File: src/rtl/mul_serial_mac.sv
// mul_serial_mac: bit-serial signed multiply-accumulate stage.
// One operand pair per transaction. a*b is formed MSB-first over WIDTH
// cycles by shift-and-add, with the first step subtracting because a's MSB
// carries negative weight. The product is added into a wrapping accumulator,
// and the accumulator is presented downstream when the transaction is marked
// last.
module mul_serial_mac #(
    parameter  int WIDTH     = 8,
    parameter  int ACC_WIDTH = 32,
    localparam int CNT_W     = $clog2(WIDTH)
) (
    input  logic                        clk,
    input  logic                        rst_n,
    input  logic                        in_valid,
    output logic                        in_ready,
    input  logic [WIDTH-1:0]            in_a,
    input  logic [WIDTH-1:0]            in_b,
    input  logic                        in_first,
    input  logic                        in_last,
    output logic                        out_valid,
    input  logic                        out_ready,
    output logic signed [ACC_WIDTH-1:0] out_data
);

    typedef enum logic [1:0] {
        IDLE = 2'd0,
        MUL  = 2'd1,
        ACC  = 2'd2,
        OUT  = 2'd3
    } state_t;

    state_t                        r_state;
    logic [WIDTH-1:0]              r_a;
    logic [WIDTH-1:0]              r_b;
    logic                          r_first;
    logic                          r_last;
    logic [CNT_W-1:0]              r_cnt;
    logic signed [2*WIDTH-1:0]     r_pp;
    logic signed [ACC_WIDTH-1:0]   r_acc;
    logic                          r_in_ready;
    logic                          r_out_valid;

    logic [CNT_W-1:0]              w_bit_idx;
    logic                          w_a_bit;
    logic                          w_last_step;
    logic signed [2*WIDTH-1:0]     w_b_ext;
    logic signed [2*WIDTH-1:0]     w_addend;
    logic signed [2*WIDTH-1:0]     w_pp_next;
    logic signed [ACC_WIDTH-1:0]   w_pp_ext;
    logic signed [ACC_WIDTH-1:0]   w_acc_base;
    logic signed [ACC_WIDTH-1:0]   w_acc_next;

    // Multiplier bit consumed this step: MSB first, so index runs down as cnt runs up.
    assign w_bit_idx   = CNT_W'(WIDTH - 1) - r_cnt;
    assign w_a_bit     = r_a[w_bit_idx];
    assign w_last_step = (r_cnt == CNT_W'(WIDTH - 1));
    assign w_b_ext     = {{WIDTH{r_b[WIDTH-1]}}, r_b};

    // Partial-product addend: the MSB step subtracts b since a's top bit weighs -2^(W-1).
    always_comb begin
        w_addend = '0;
        if (w_a_bit) begin
            w_addend = (r_cnt == '0) ? -w_b_ext : w_b_ext;
        end
    end

    assign w_pp_next  = (r_pp <<< 1) + w_addend;
    // A 2W-bit product always fits, so sign-extension into the accumulator is exact.
    assign w_pp_ext   = ACC_WIDTH'(r_pp);
    assign w_acc_base = r_first ? '0 : r_acc;
    assign w_acc_next = w_acc_base + w_pp_ext;

    // Transaction sequencer: accept, serial multiply, accumulate, then hold the output until taken.
    always_ff @(posedge clk or negedge rst_n) begin
        if (!rst_n) begin
            r_state     <= IDLE;
            r_a         <= '0;
            r_b         <= '0;
            r_first     <= 1'b0;
            r_last      <= 1'b0;
            r_cnt       <= '0;
            r_pp        <= '0;
            r_acc       <= '0;
            r_in_ready  <= 1'b1;
            r_out_valid <= 1'b0;
        end else begin
            unique case (r_state)
                IDLE: begin
                    if (in_valid && r_in_ready) begin
                        r_a        <= in_a;
                        r_b        <= in_b;
                        r_first    <= in_first;
                        r_last     <= in_last;
                        r_pp       <= '0;
                        r_cnt      <= '0;
                        r_in_ready <= 1'b0;
                        r_state    <= MUL;
                    end
                end
                MUL: begin
                    r_pp <= w_pp_next;
                    if (w_last_step) begin
                        r_state <= ACC;
                    end else begin
                        r_cnt <= r_cnt + CNT_W'(1);
                    end
                end
                ACC: begin
                    r_acc <= w_acc_next;
                    if (r_last) begin
                        r_out_valid <= 1'b1;
                        r_state     <= OUT;
                    end else begin
                        r_in_ready  <= 1'b1;
                        r_state     <= IDLE;
                    end
                end
                OUT: begin
                    if (out_ready) begin
                        r_out_valid <= 1'b0;
                        r_in_ready  <= 1'b1;
                        r_state     <= IDLE;
                    end
                end
                default: begin
                    r_state     <= IDLE;
                    r_in_ready  <= 1'b1;
                    r_out_valid <= 1'b0;
                end
            endcase
        end
    end

    assign in_ready  = r_in_ready;
    assign out_valid = r_out_valid;
    assign out_data  = r_acc;

endmodule
File: config.mk
export PLATFORM = sky130hd
export DESIGN_NAME = mul_serial_mac
export DESIGN_NICKNAME = d
export VERILOG_FILES = /design/src/rtl/mul_serial_mac.sv
export SDC_FILE = /design/constraint.sdc
export NUM_CORES = 1
export LEC_CHECK = 0
export ABC_AREA = 1
export CORE_MARGIN = 2
export CORE_UTILIZATION = 30
export DETAILED_ROUTE_END_ITERATION = 8
export MAX_ROUTING_LAYER = met4
export PLACE_DENSITY_LB_ADDON = 0.2
export SLEW_MARGIN = 20
export SYNTH_ARGS = -nofsm -noshare
export SYNTH_HDL_FRONTEND = slang
export SYNTH_SLANG_ARGS = --single-unit
File: constraint.sdc
create_clock -name clk -period 3.2 [get_ports clk]
set_input_delay 0.32 -clock clk [delete_from_list [all_inputs] [get_ports clk]]
set_output_delay 0.32 -clock clk [all_outputs]
set_load 0.01 [all_outputs]
# Yosys cells after proc, flatten, opt, wreduce, memory -nomap -nowiden
# Cells that the tools add are included.
# op_classes
reduce_logical	12
eq_ne	10
n_shift	0
muxes	22
order_cmp	1
addsub	5
n_mul	0
n_bitwise	0
div_mod_pow	0
# ops
cell	count
16-bit 2-to-1 mux	3
32-bit by 16-bit adder with 32-bit output	1
32-bit 2-to-1 mux	1
16-bit one-hot mux with 2 select lines	1
16-bit adder	1
8-bit negator with 16-bit output	1
2-bit inequality test, second input constant	6
3-bit AND reduction	3
2-bit 2-to-1 mux	4
2-bit one-hot mux with 4 select lines	1
1-bit 2-to-1 mux	6
3-bit 2-to-1 mux	2
3-bit one-hot mux with 2 select lines	1
2-bit equality test, second input constant	2
3-bit by 4-bit < comparator with 1-bit output, second input constant	1
2-bit AND reduction	2
4-bit AND reduction	1
2-bit nonzero test	2
3-bit by 1-bit adder with 3-bit output, second input constant	1
1-bit binary-select mux with 3-bit select	1
3-bit equality test, second input constant	1
3-bit logical NOT	1
1-bit one-hot mux with 3 select lines	1
3-bit nonzero test	1
5 further kinds	5
# word_totals
inputBits	22
word_cells	60
n_memories	0
rom_bits	0
mem_bits_rw	0
latchBits	0
reg_bits	73
output_inout_bits	34

# Logic depth before layout (Yosys ltp)
# Gate-level depths: netlist of the first run.
# depth
word_depth	6
depth_mapped	18

# Least setup slack after synthesis of the first run
# No wires, ideal clock.
# synth_path
kind	reg-to-reg
from	reg r_cnt[0]
to	reg r_pp[5]
setup_ns	0.122
slack_ns	0.617
path_stages_with_launch	15
path_buffers	1
arrival_time_ns	2.461
path_cell_list	dfrtp_1 -> clkbuf_2 -> inv_1 -> ha_1 -> nand2_1 -> inv_1 -> nand2_1 -> a21oi_1 -> ha_1 -> fa_1 -> nand2_1 -> nand2_1 -> and2_1 -> or2_0 -> a32o_1
# synth_via
elab_chain_len	6
word_cells_on_any_way	8
classes_between	add/sub: 2; mux: 5; reduce/logical: 1
# synth_rtl
element	line_no	rtl
from (decl)	37	logic [CNT_W-1:0] r_cnt;
from (signal assigned)	105	r_cnt <= r_cnt + CNT_W'(1);
3-bit subtractor	54	assign w_bit_idx = CNT_W'(WIDTH - 1) - r_cnt;
1-bit binary-select mux with 3-bit select	55	assign w_a_bit = r_a[w_bit_idx];
1-bit 2-to-1 mux (not written as such)	55	
16-bit 2-to-1 mux *	62	if (w_a_bit) begin
16-bit adder *	67	assign w_pp_next = (r_pp <<< 1) + w_addend;
16-bit one-hot mux with 2 select lines *	87	unique case (r_state)
to (signal assigned)	101	r_pp <= w_pp_next;
to (decl)	38	logic signed [2*WIDTH-1:0] r_pp;
# Mark *: on every way between the ends. The rest lies on a longest branch, timed or not. The select of a mux whose other input is x is not followed.
# A chain may end at the register's enable or synchronous reset.

# Worst setup path after layout of the first run
# layout_path
from	reg r_cnt[0]
to	reg r_pp[11]
# Same word-level chain as after synthesis.

==> metrics.txt, run 1 <==
critical path type flop to flop; first-pass detailed-route iteration total 5; Post-Route Skew 0.01189 ns; core area around 0.021 mm^2; post-synthesis simple-gate area fraction a little over a third; TritonCTS Sinks 73; crit path cell chain inv_1 -> ha_1 -> nand2_2 -> inv_1 -> nand2_1 -> a21oi_1 -> ha_1 -> fa_1 -> nand2_1 -> nand2_1 -> nand3b_1 -> nand2_1 -> a21oi_1 -> or2_2 -> nand3_1 -> nand2_1; commonest cells after routing, fill and taps aside nand2_1, inv_1, nor2_1; Ys Warns 0; H-Tree Level Count 3; Hold WC Path Type input pin to async pin; FF-to-FF setup slack about 0.37 ns; met1 Usage GRT between 20% and 30%; CP max stage delay 0.48 ns; FF+latch count, synth 73; CP bufs+invs 2; final net count roughly 1,200; main area contributors after synthesis dfrtp_1, nand2_1, inv_1, ha_1, nor2_1; Die Footprint ~0.023 mm^2; # DRC 0; fin. max-slew vios 0; I/O Buffers 55; unrepaired setup endpoints after global routing no; area delta synth->final 17.80%; Adder-Cell Fraction of Synth Area ~10%; syn_nets 1,105; Main synth FF type dfrtp_1; initial core utilization between 30% and 40%; die width 150.3 um; Rows 53; pin count of the biggest net entering global routing 60; worst slew pin tran ~0.84 ns; initial antenna violation count 0; worst-skew pair later-pin latency approximately 0.36 ns; Yosys top cell by area dfrtp_1; detailed placement HPWL ~14,000 um; Critical Path Most Common Cell nand2_1; CTS tree done; GRT busiest layer met2; min cycle time layout approximately 2.8 ns; EDFF count, synth 0; layout cell share with drive strength beyond 1 under 10%; fin crit share between 80% and 90%; Cell Pwr Density between 1000 and 1500 mW/mm^2; max cap viols 0; Root Driver clkbuf_16; vias after detailed routing 6,024; met3 Usage GRT under 10%; Initial DRC Count 302; endpoints failing hold 0; Post-Syn Area per Cell between 6 and 7 um^2; CP Launch Type flop; post-synth cell types slightly above 40; postcts setup bufs 0; Critical Path Fanout Max 9; leakage ~4.2 nW; maximum VDD drop between 0.4 and 0.5 mV; Data arrival, critical path roughly 3.1 ns; ANT nets after route 0; Synth Area in Compound Gates roughly a tenth; final WL between 15,000 and 20,000 um; slew margin rel. approximately 44%; status finished, final reports clean; most common cell after layout, fill and taps aside nand2_1; Yosys top cell area share 28.07%; Sum Neg Setup Slack 0 ns; vias in the first global route about 6,000; clock tree buffer depth 2; first-pass GRT wire length about 30,000 um; CTS buffer count 9; hold_ws 0.05263 ns; Worst path slowest cell dfrtp_1; clk slew on worst S/H paths around 0.070 ns; Die H around 150 um; WL/cell ~13 um; post-cts resize count 0; element type at the critical path end flop; num ports 56; highest clock rate roughly 350 MHz; sequential area share after synthesis between 20% and 30%; Synth Instances ~1,000; met2 usage 28.34%; Overflow after GRT 0; Ant. Diodes 0; via/cell ratio approximately 4.4; mux contribution to synthesized area 0%; GPL Wtd Cong 0.8845; Post-Synth XOR/XNOR Area 2.593%; ys async rst share between 90% and 100%; gr usage total roughly 17%; main combinational cell family by area after synthesis simple AND/OR/NAND/NOR gates; CP delay by family, top simple AND/OR/NAND/NOR gates; final setup violation count 0; synthesized cell area between 0.006 and 0.007 mm^2; worst path required time 3.49 ns; Post-CTS Hold Buffers 0
==> worst paths after layout <==
kind | from | end | cells past startpoint
min in group clk | in_ready | in_ready | 2
max in group asynchronous | rst_n | r_first | 2
hold / removal | rst_n | out_data[14] | 1
setup / recovery | r_cnt[0] | r_pp[11] | 16
setup reg to reg | r_cnt[0] | r_pp[11] | 16
hold reg to reg | in_ready | in_ready | 2
==> cell families (layout without fill, tap and decap cells) <==
kind of cell,after synthesis,after routing
flip-flops,73,73
adder cells (fa/ha/maj),52,52
AND/OR/NAND/NOR,567,567
buffers and inverters,205,266
AO/OA/AOI/OAI,115,115
XOR/XNOR,19,19
==> synth_stat cells (2+ instances only) <==
cell and instances:
or2_2 2, dfrtp_1 72, inv_1 184, nor2_1 95, ha_1 50, nand2_2 6
o21bai_1 3, xnor2_1 14, o31ai_1 2, nand2_1 367, nand4_1 5, a32o_1 2
o21ai_0 46, o21a_1 2, a21oi_1 45, nor2_2 3, clkbuf_1 4, nor2_4 3
or2_1 2, nand3_2 2, nor3_1 6, a21o_1 4, nand3_1 68, inv_2 6
buf_6 2, buf_2 8, nand3b_1 3, fa_1 2, xor2_1 5, o21ai_1 6
or2_0 2
==> cell type report <==
type / instances / area (um^2)
fill: 2287 / 13460
multi-input combinational: 753 / 3797
sequential: 73 / 1828
inverter: 190 / 713.2
timing repair buffer: 60 / 585.6
tap: 275 / 344.1
clock buffer: 9 / 225.2
clock inverter: 7 / 67.56
==> per-stage QoR <==
stage	setup WS (ns)	std cells	area (um^2)	util (%)	total power [mW]
after global placement	0.3803	1351	7266	34.56	7.539
after CTS	0.2516	1367	7559	35.96	8.662
after detailed placement	0.2951	1351	7266	34.56	7.558
after global routing	0.03473	1367	7561	35.97	9.624
after floorplan	0.6175	1031	6419	-	5.896
final	0.3735	1367	7561	35.97	8.542
==> worst register-to-register path: stages, from the launching register on <==
cell and delay, ns:
dfrtp_1 0.48, inv_1 0.13, ha_1 0.23, nand2_2 0.15, inv_1 0.15, nand2_1 0.09
a21oi_1 0.07, ha_1 0.21, fa_1 0.39, nand2_1 0.10, nand2_1 0.07, nand3b_1 0.10
nand2_1 0.11, a21oi_1 0.20, or2_2 0.14, nand3_1 0.05, nand2_1 0.07
==> report_power, final <==
part           switching (mW)  internal (mW)
Combinational            3.51           2.19
Sequential              0.432           1.37
Clock                   0.488          0.551
==> routing by layer <==
metal	up-vias	share of wire (%)
met5	-	0
met4	0	2.1
met3	20	2.1
met2	73	47
met1	2634	49
li1	3297	-
==> flip-flops by register name (all words and copies together) (netlist names), 2 cells and up <==
signal    cells
r_pp         16
r_cnt         3
r_state       2
out_data     32
r_b           8
r_a           8
No activity file was read; power rests on OpenSTA's default activity.
==> run 2: changes to the inputs <==
ABC_AREA = unset   (was 1)
GPL_TIMING_DRIVEN = 0   (was unset)
TNS_END_PERCENT = 30   (was unset)
==> run 2 against run 1 <==
  * Combinational power rose by 2%
  * Hold slack improved by 0.43 ns
  * Largest cell class unchanged
  * Sequential share of layout area rose by 1.0 points
  * The flow now finishes with violations (negative setup slack)
  * Via count fell by 16%
  * Critical endpoint is now r_pp[15]
==> metrics.txt, run 2 <==
status finished, violations left; violated checks negative setup slack; ANT nets after route 0 (unchanged); max reg flops 32 (unchanged); most instantiated library cell after synthesis nand2_1; syn_nets 708 (-36%); highest clock rate 305.5 MHz (-14%); Initial DRC Count 217 (-28%); leakage 3.245 nW (-23%); post-route insts no fill 966 (-29%); Ant. Diodes 0 (unchanged); final net count 806 (-31%); EDFF count, synth 0 (unchanged); via/cell ratio 5.218 (+18%); ys async rst share 100.0% (unchanged); Main synth FF type dfrtp_1; pin count of the biggest net entering global routing 40 (-33%); CTS buffer count 9 (unchanged); switching share of power 45.19% (-6.7 points); main area contributors after synthesis dfrtp_1, ha_1, nand2_1, a21oi_1, o21ai_0; CP Launch Type flop; slew margin rel. 57.14% (+13 points); Comb pwr share 66.9% (about the same); CTS tree done; setup ws final -0.07349 ns (-0.4470 ns); Yosys top cell by area dfrtp_1; commonest cells after routing, fill and taps aside nand2_1, dfrtp_1, clkdlybuf4s50_1; fin. max-slew vios 0 (unchanged); Placed Area 0.006476 mm^2 (-11%); Flop pwr share 20.8% (-0.3 points); worst slew pin tran 0.6429 ns (-0.1987 ns); Worst path slowest cell mux4_2; CP bufs+invs 1 (-1); Yosys top cell area share 32.23% (+4.2 points); first-pass GRT wire length 25,100 um (-15%); post-synth cell types 68 (+66%); Synth Instances 634 (-39%); Post-Route Skew 0.01005 ns (-0.001846 ns); detailed placement HPWL 11,470 um (-17%); layout cell share with drive strength beyond 1 19.81% (+15 points); commonest cells in the synthesized netlist nand2_1, dfrtp_1, a21oi_1; I/O Buffers 55 (unchanged); TritonCTS Sinks 73 (unchanged); clk slew on worst S/H paths 0.06 ns (about the same); max cap viols 0 (unchanged); worst path required time 3.40 ns (-0.09 ns); Cell Pwr Density 1195 mW/mm^2 (+5.8%); FF+latch count, synth 73 (unchanged); H-Tree Level Count 3 (unchanged); # DRC 0 (unchanged); maximum VDD drop 0.4275 mV (-0.62%); WL/cell 15.71 um (+23%); gr usage total 16.17% (-0.85 points); Hold WC Path Type input pin to async pin; CP max stage delay 0.54 ns (+0.06 ns); Die H 140.5 um (-6.5%); Clock power frac 12.3% (about the same); GPL Wtd Cong 0.8361 (-5.5%); endpoints failing hold 0 (unchanged); Final Total Pwr 8.698 mW (+1.8%); Die Footprint 0.01974 mm^2 (-13%); element type at the critical path end flop; Critical Path Fanout Max 3 (-6); worst-skew pair later-pin latency 0.35 ns (about the same); vias after detailed routing 5,041 (-16%); synthesized cell area 0.005590 mm^2 (-13%); crit path cell chain mux4_2 -> mux2i_4 -> buf_8 -> a21oi_4 -> ha_2 -> fa_2 -> a21o_1 -> a21oi_2 -> o21ai_1 -> a31oi_1 -> nor2b_1 -> o21ai_2 -> a21oi_2 -> xnor2_1 -> o22ai_1; core area 0.01815 mm^2 (-14%); initial core utilization 30.81% (+0.27 points); unrepaired setup endpoints after global routing yes; num ports 56 (unchanged); final setup violation count 4 (+4); Int Power 4.768 mW (+16%); Critical Path Most Common Cell a21oi_2; Overflow after GRT 0 (unchanged); Data arrival, critical path 3.48 ns (+0.37 ns); most common cell after layout, fill and taps aside nand2_1; vias in the first global route 5,083 (-16%); Root Driver clkbuf_16; area delta synth->final 30.17%; initial antenna violation count 0 (unchanged); Psw 3.931 mW (-11%); Post-Syn Area per Cell 8.818 um^2 (+42%); critical path type flop to flop; min cycle time layout 3.273 ns (+0.4470 ns); first-pass detailed-route iteration total 4 (-1); final WL 15,170 um (-13%); post-route cell area 0.007277 mm^2 (-3.8%); die width 140.5 um (-6.5%); Rows 49 (-7.5%); clock tree buffer depth 2 (unchanged); CP delay by family, top compound AO/OA/AOI/OAI gates; Ys Warns 0 (unchanged); fin crit share 102.3% (+14 points); sequential area share after synthesis 32.70% (+4.2 points); DP Cell Count 919 (-32%)
==> run 2: power by group through the flow <==
stage	combinational [mW]	clock (mW)	sequential (mW)
global placement	5.02	0	1.80
global route	6.44	1.14	1.87
finish	5.82	1.07	1.81
CTS	5.70	1.10	1.81
detailed placement	5.10	0	1.82
floorplan	3.73	0	1.75
==> run 2: metal layers <==
layer / part of all wire [%] / global-route usage (%) / up-vias
li1: - / - / 2489
met3: 3.0 / 2.769 / 18
met1: 45 / 19.19 / 2442
met5: 0 / - / -
met2: 51 / 28.56 / 92
met4: 1.3 / 4.053 / 0
==> run 2: repair_timing <==
action / in CTS / in global routing
endpoints found under the hold margin: 33 / 0
resized for setup: 44 / 18
hold buffers: 1 / 0
setup endpoints to repair: 24 / 18
pin swaps: 32 / 14
buffers inserted: 28 / 4
==> run 2: path summary, 6_finish.rpt <==
| path | start | to | slack (ns) | cells after the start |
|---|---|---|---|---|
| setup / recovery | r_cnt[0] | r_pp[15] | -0.07 | 15 |
| hold / removal | rst_n | out_data[18] | 0.48 | 2 |
| setup reg to reg | r_cnt[0] | r_pp[15] | -0.07 | 15 |
| hold reg to reg | in_ready | in_ready | 0.50 | 2 |
| max in group asynchronous | rst_n | r_b[2] | 2.12 | 3 |
| min in group clk | in_ready | in_ready | 0.50 | 2 |
==> run 2: layout make-up <==
type	instances	area [um^2]
inverters	20	75.07
plain buffers	32	198.9
well taps	229	286.5
repair buffers	89	834.6
fillers	1833	10870
clock inverters	7	83.83
multi-input cells	507	3739
flip-flops and latches	73	1834
clock buffers	9	225.2
==> run 2: through the flow <==
step	setup TNS (ns)	worst slack [ns]	utilization [%]	hold slack, ns
global route	-1.441	-0.2617	40.10	0.5191
CTS	-0.6952	-0.1645	39.54	0.4972
finish	-0.2344	-0.07349	40.10	0.4843
global placement	-72.24	-0.9236	35.59	0.4807
floorplan	-0.5528	-0.1256	-	0.02441
detailed placement	-7.474	-0.7306	35.69	0.3210
==> run 2: cell families after synthesis <==
family,Yosys count,share of synthesized area (%)
buffers and inverters,54,4.566
XOR/XNOR,41,6.423
adder cells (fa/ha/maj),52,11.91
AND/OR/NAND/NOR,202,18.04
AO/OA/AOI/OAI,194,22.36
multiplexers,18,4.006
flip-flops,73,32.70
==> run 3: changes to the inputs <==
SETUP_SLACK_MARGIN = 0.05   (was unset)
==> run 3 against run 2 <==
  * The run still ends with negative setup slack left
  * Clock-buffer cell count unchanged
  * Critical endpoint unchanged
  * Core utilization decreased by 0.12 points
  * Combinational power decreased by 1%
==> metrics.txt, run 3 (synthesis gave the netlist of run 2 again) <==
via/cell ratio 5.192 (-0.51%); clk slew on worst S/H paths 0.07 ns (about the same); die width 140.5 um (unchanged); setup ws final -0.09067 ns (-0.01718 ns); Data arrival, critical path 3.49 ns (about the same); layout cell share with drive strength beyond 1 19.16% (-0.65 points); clock tree buffer depth 2 (unchanged); first-pass detailed-route iteration total 4 (unchanged); num ports 56 (unchanged); violated checks negative setup slack; # DRC 0 (unchanged); CP delay by family, top compound AO/OA/AOI/OAI gates; Worst path slowest cell mux4_2; max reg flops 32 (unchanged); Die Footprint 0.01974 mm^2 (unchanged); CP max stage delay 0.54 ns (about the same); CP bufs+invs 1 (unchanged); final WL 15,140 um (-0.20%); highest clock rate 303.9 MHz (-0.52%); first-pass GRT wire length 25,080 um (about the same); Final Total Pwr 8.638 mW (-0.70%); met2 usage 28.48% (-0.077 points); vias after detailed routing 5,010 (-0.61%); DP Cell Count 919 (unchanged); Cell Pwr Density 1191 mW/mm^2 (-0.39%); core area 0.01815 mm^2 (unchanged); endpoints failing hold 0 (unchanged); Ant. Diodes 0 (unchanged); CP Launch Type flop; CTS buffer count 9 (unchanged); WL/cell 15.69 um (-0.10%); most common cell after layout, fill and taps aside nand2_1; initial antenna violation count 0 (unchanged); Post-Route Skew 0.01008 ns (+0.00003530 ns); I/O Buffers 55 (unchanged); GRT busiest layer met2; H-Tree Level Count 3 (unchanged); Overflow after GRT 0 (unchanged); critical path type flop to flop; fin. max-slew vios 0 (unchanged); Sum Neg Setup Slack -0.3459 ns (-0.1115 ns); worst-skew pair later-pin latency 0.35 ns (about the same); final setup violation count 5 (+1); crit path cell chain mux4_2 -> mux2i_4 -> buf_8 -> a21oi_4 -> ha_2 -> fa_2 -> a21o_1 -> a21oi_2 -> o21ai_1 -> a31oi_1 -> nor2b_1 -> o21ai_2 -> a21oi_2 -> xnor2_1 -> o22ai_1; Rows 49 (unchanged); element type at the critical path end flop; max cap viols 0 (unchanged); Critical Path Fanout Max 4 (+1); Critical Path Most Common Cell a21oi_2; CTS tree done; fin crit share 102.8% (+0.54 points); commonest cells after routing, fill and taps aside nand2_1, dfrtp_1, clkdlybuf4s50_1; GPL Wtd Cong 0.8361 (unchanged); TritonCTS Sinks 73 (unchanged); post-route insts no fill 965 (-0.10%); worst slew pin tran 0.6488 ns (+0.005847 ns); unrepaired setup endpoints after global routing yes; status finished, violations left; Root Driver clkbuf_16; area delta synth->final 29.77%; Initial DRC Count 194 (-11%); ANT nets after route 0 (unchanged); vias in the first global route 5,066 (-0.33%); gr usage total 16.16% (about the same); initial core utilization 30.81% (unchanged); worst path required time 3.40 ns (about the same); met1 Usage GRT 19.32% (+0.13 points); detailed placement HPWL 11,470 um (unchanged); final net count 805 (-0.12%); pin count of the biggest net entering global routing 40 (unchanged); met3 Usage GRT 2.735% (-0.034 points); Hold WC Path Type input pin to async pin; min cycle time layout 3.291 ns (+0.01718 ns); leakage 3.236 nW (-0.26%); hold_ws 0.4852 ns (+0.0009270 ns); slew margin rel. 56.75% (-0.39 points); Die H 140.5 um (unchanged); maximum VDD drop 0.4272 mV (about the same)
==> run 3: changes by cell type in the layout (fill, tap and decap cells not counted), sizes merged <==
cell | previous run | this run
clkdlybuf4s15 | 1 | 0
==> run 3: per-stage QoR <==
stage	instance area (um^2)	worst slack, ns	utilization (%)
6_report	7254	-0.09067	39.98
3_5_place_dp	6476	-0.7306	35.69
5_1_grt	7254	-0.2983	39.98
2_1_floorplan	5622	-0.1256	-
4_1_cts	7149	-0.1893	39.40
3_3_place_gp	6459	-0.9236	35.59
==> run 3: worst paths after layout <==
kind	startpoint	cells after the start	slack (ns)	end
worst max-delay path	r_cnt[0]	15	-0.09	r_pp[15]
worst min-delay path	rst_n	2	0.49	out_data[18]
worst max register to register	r_cnt[0]	15	-0.09	r_pp[15]
worst min register to register	out_data[24]	2	0.49	out_data[24]
max in group asynchronous	rst_n	3	2.13	r_pp[15]
min in group clk	out_data[24]	2	0.49	out_data[24]
==> run 3: timing repair <==
action	in CTS	in global routing
setup endpoints to repair	26	19
hold buffers	1	0
buffers inserted	26	5
hold endpoints to repair	33	0
resized for setup	37	25
pin swaps	29	21
==> run 3: cell type report <==
class                   count  area, um^2
flip-flops and latches     73        1832
well taps                 229       286.5
repair buffers             88       823.3
multi-input cells         507        3732
fillers                  1840       10890
plain buffers              32       196.4
clock buffers               9       225.2
inverters                  20       75.07
clock inverters             7       83.83
==> run 3: power breakdown <==
part	switching [mW]	leakage [nW]	total, mW	internal, mW
registers	0.451	0.888	1.81	1.36
clock network	0.450	0.149	1.07	0.619
logic	3.01	2.20	5.76	2.75
==> run 3: metal layers <==
metal	share of wire, %	routed length [um]	up-vias
met5	0	0	-
met4	1.1	164	0
met3	2.6	392	13
met2	51	7648	83
met1	46	6936	2426
li1	-	-	2488
==> run 3: worst reg2reg max path, delay by kind of cell (launching register included) <==
family | cells | cell delay, ns
flops | 1 | 0.42
compound gates | 8 | 1.05
buf+inv | 1 | 0.14
simple gates | 1 | 0.09
fa+ha+maj | 2 | 0.55
xor+xnor | 1 | 0.16
mux | 2 | 0.73
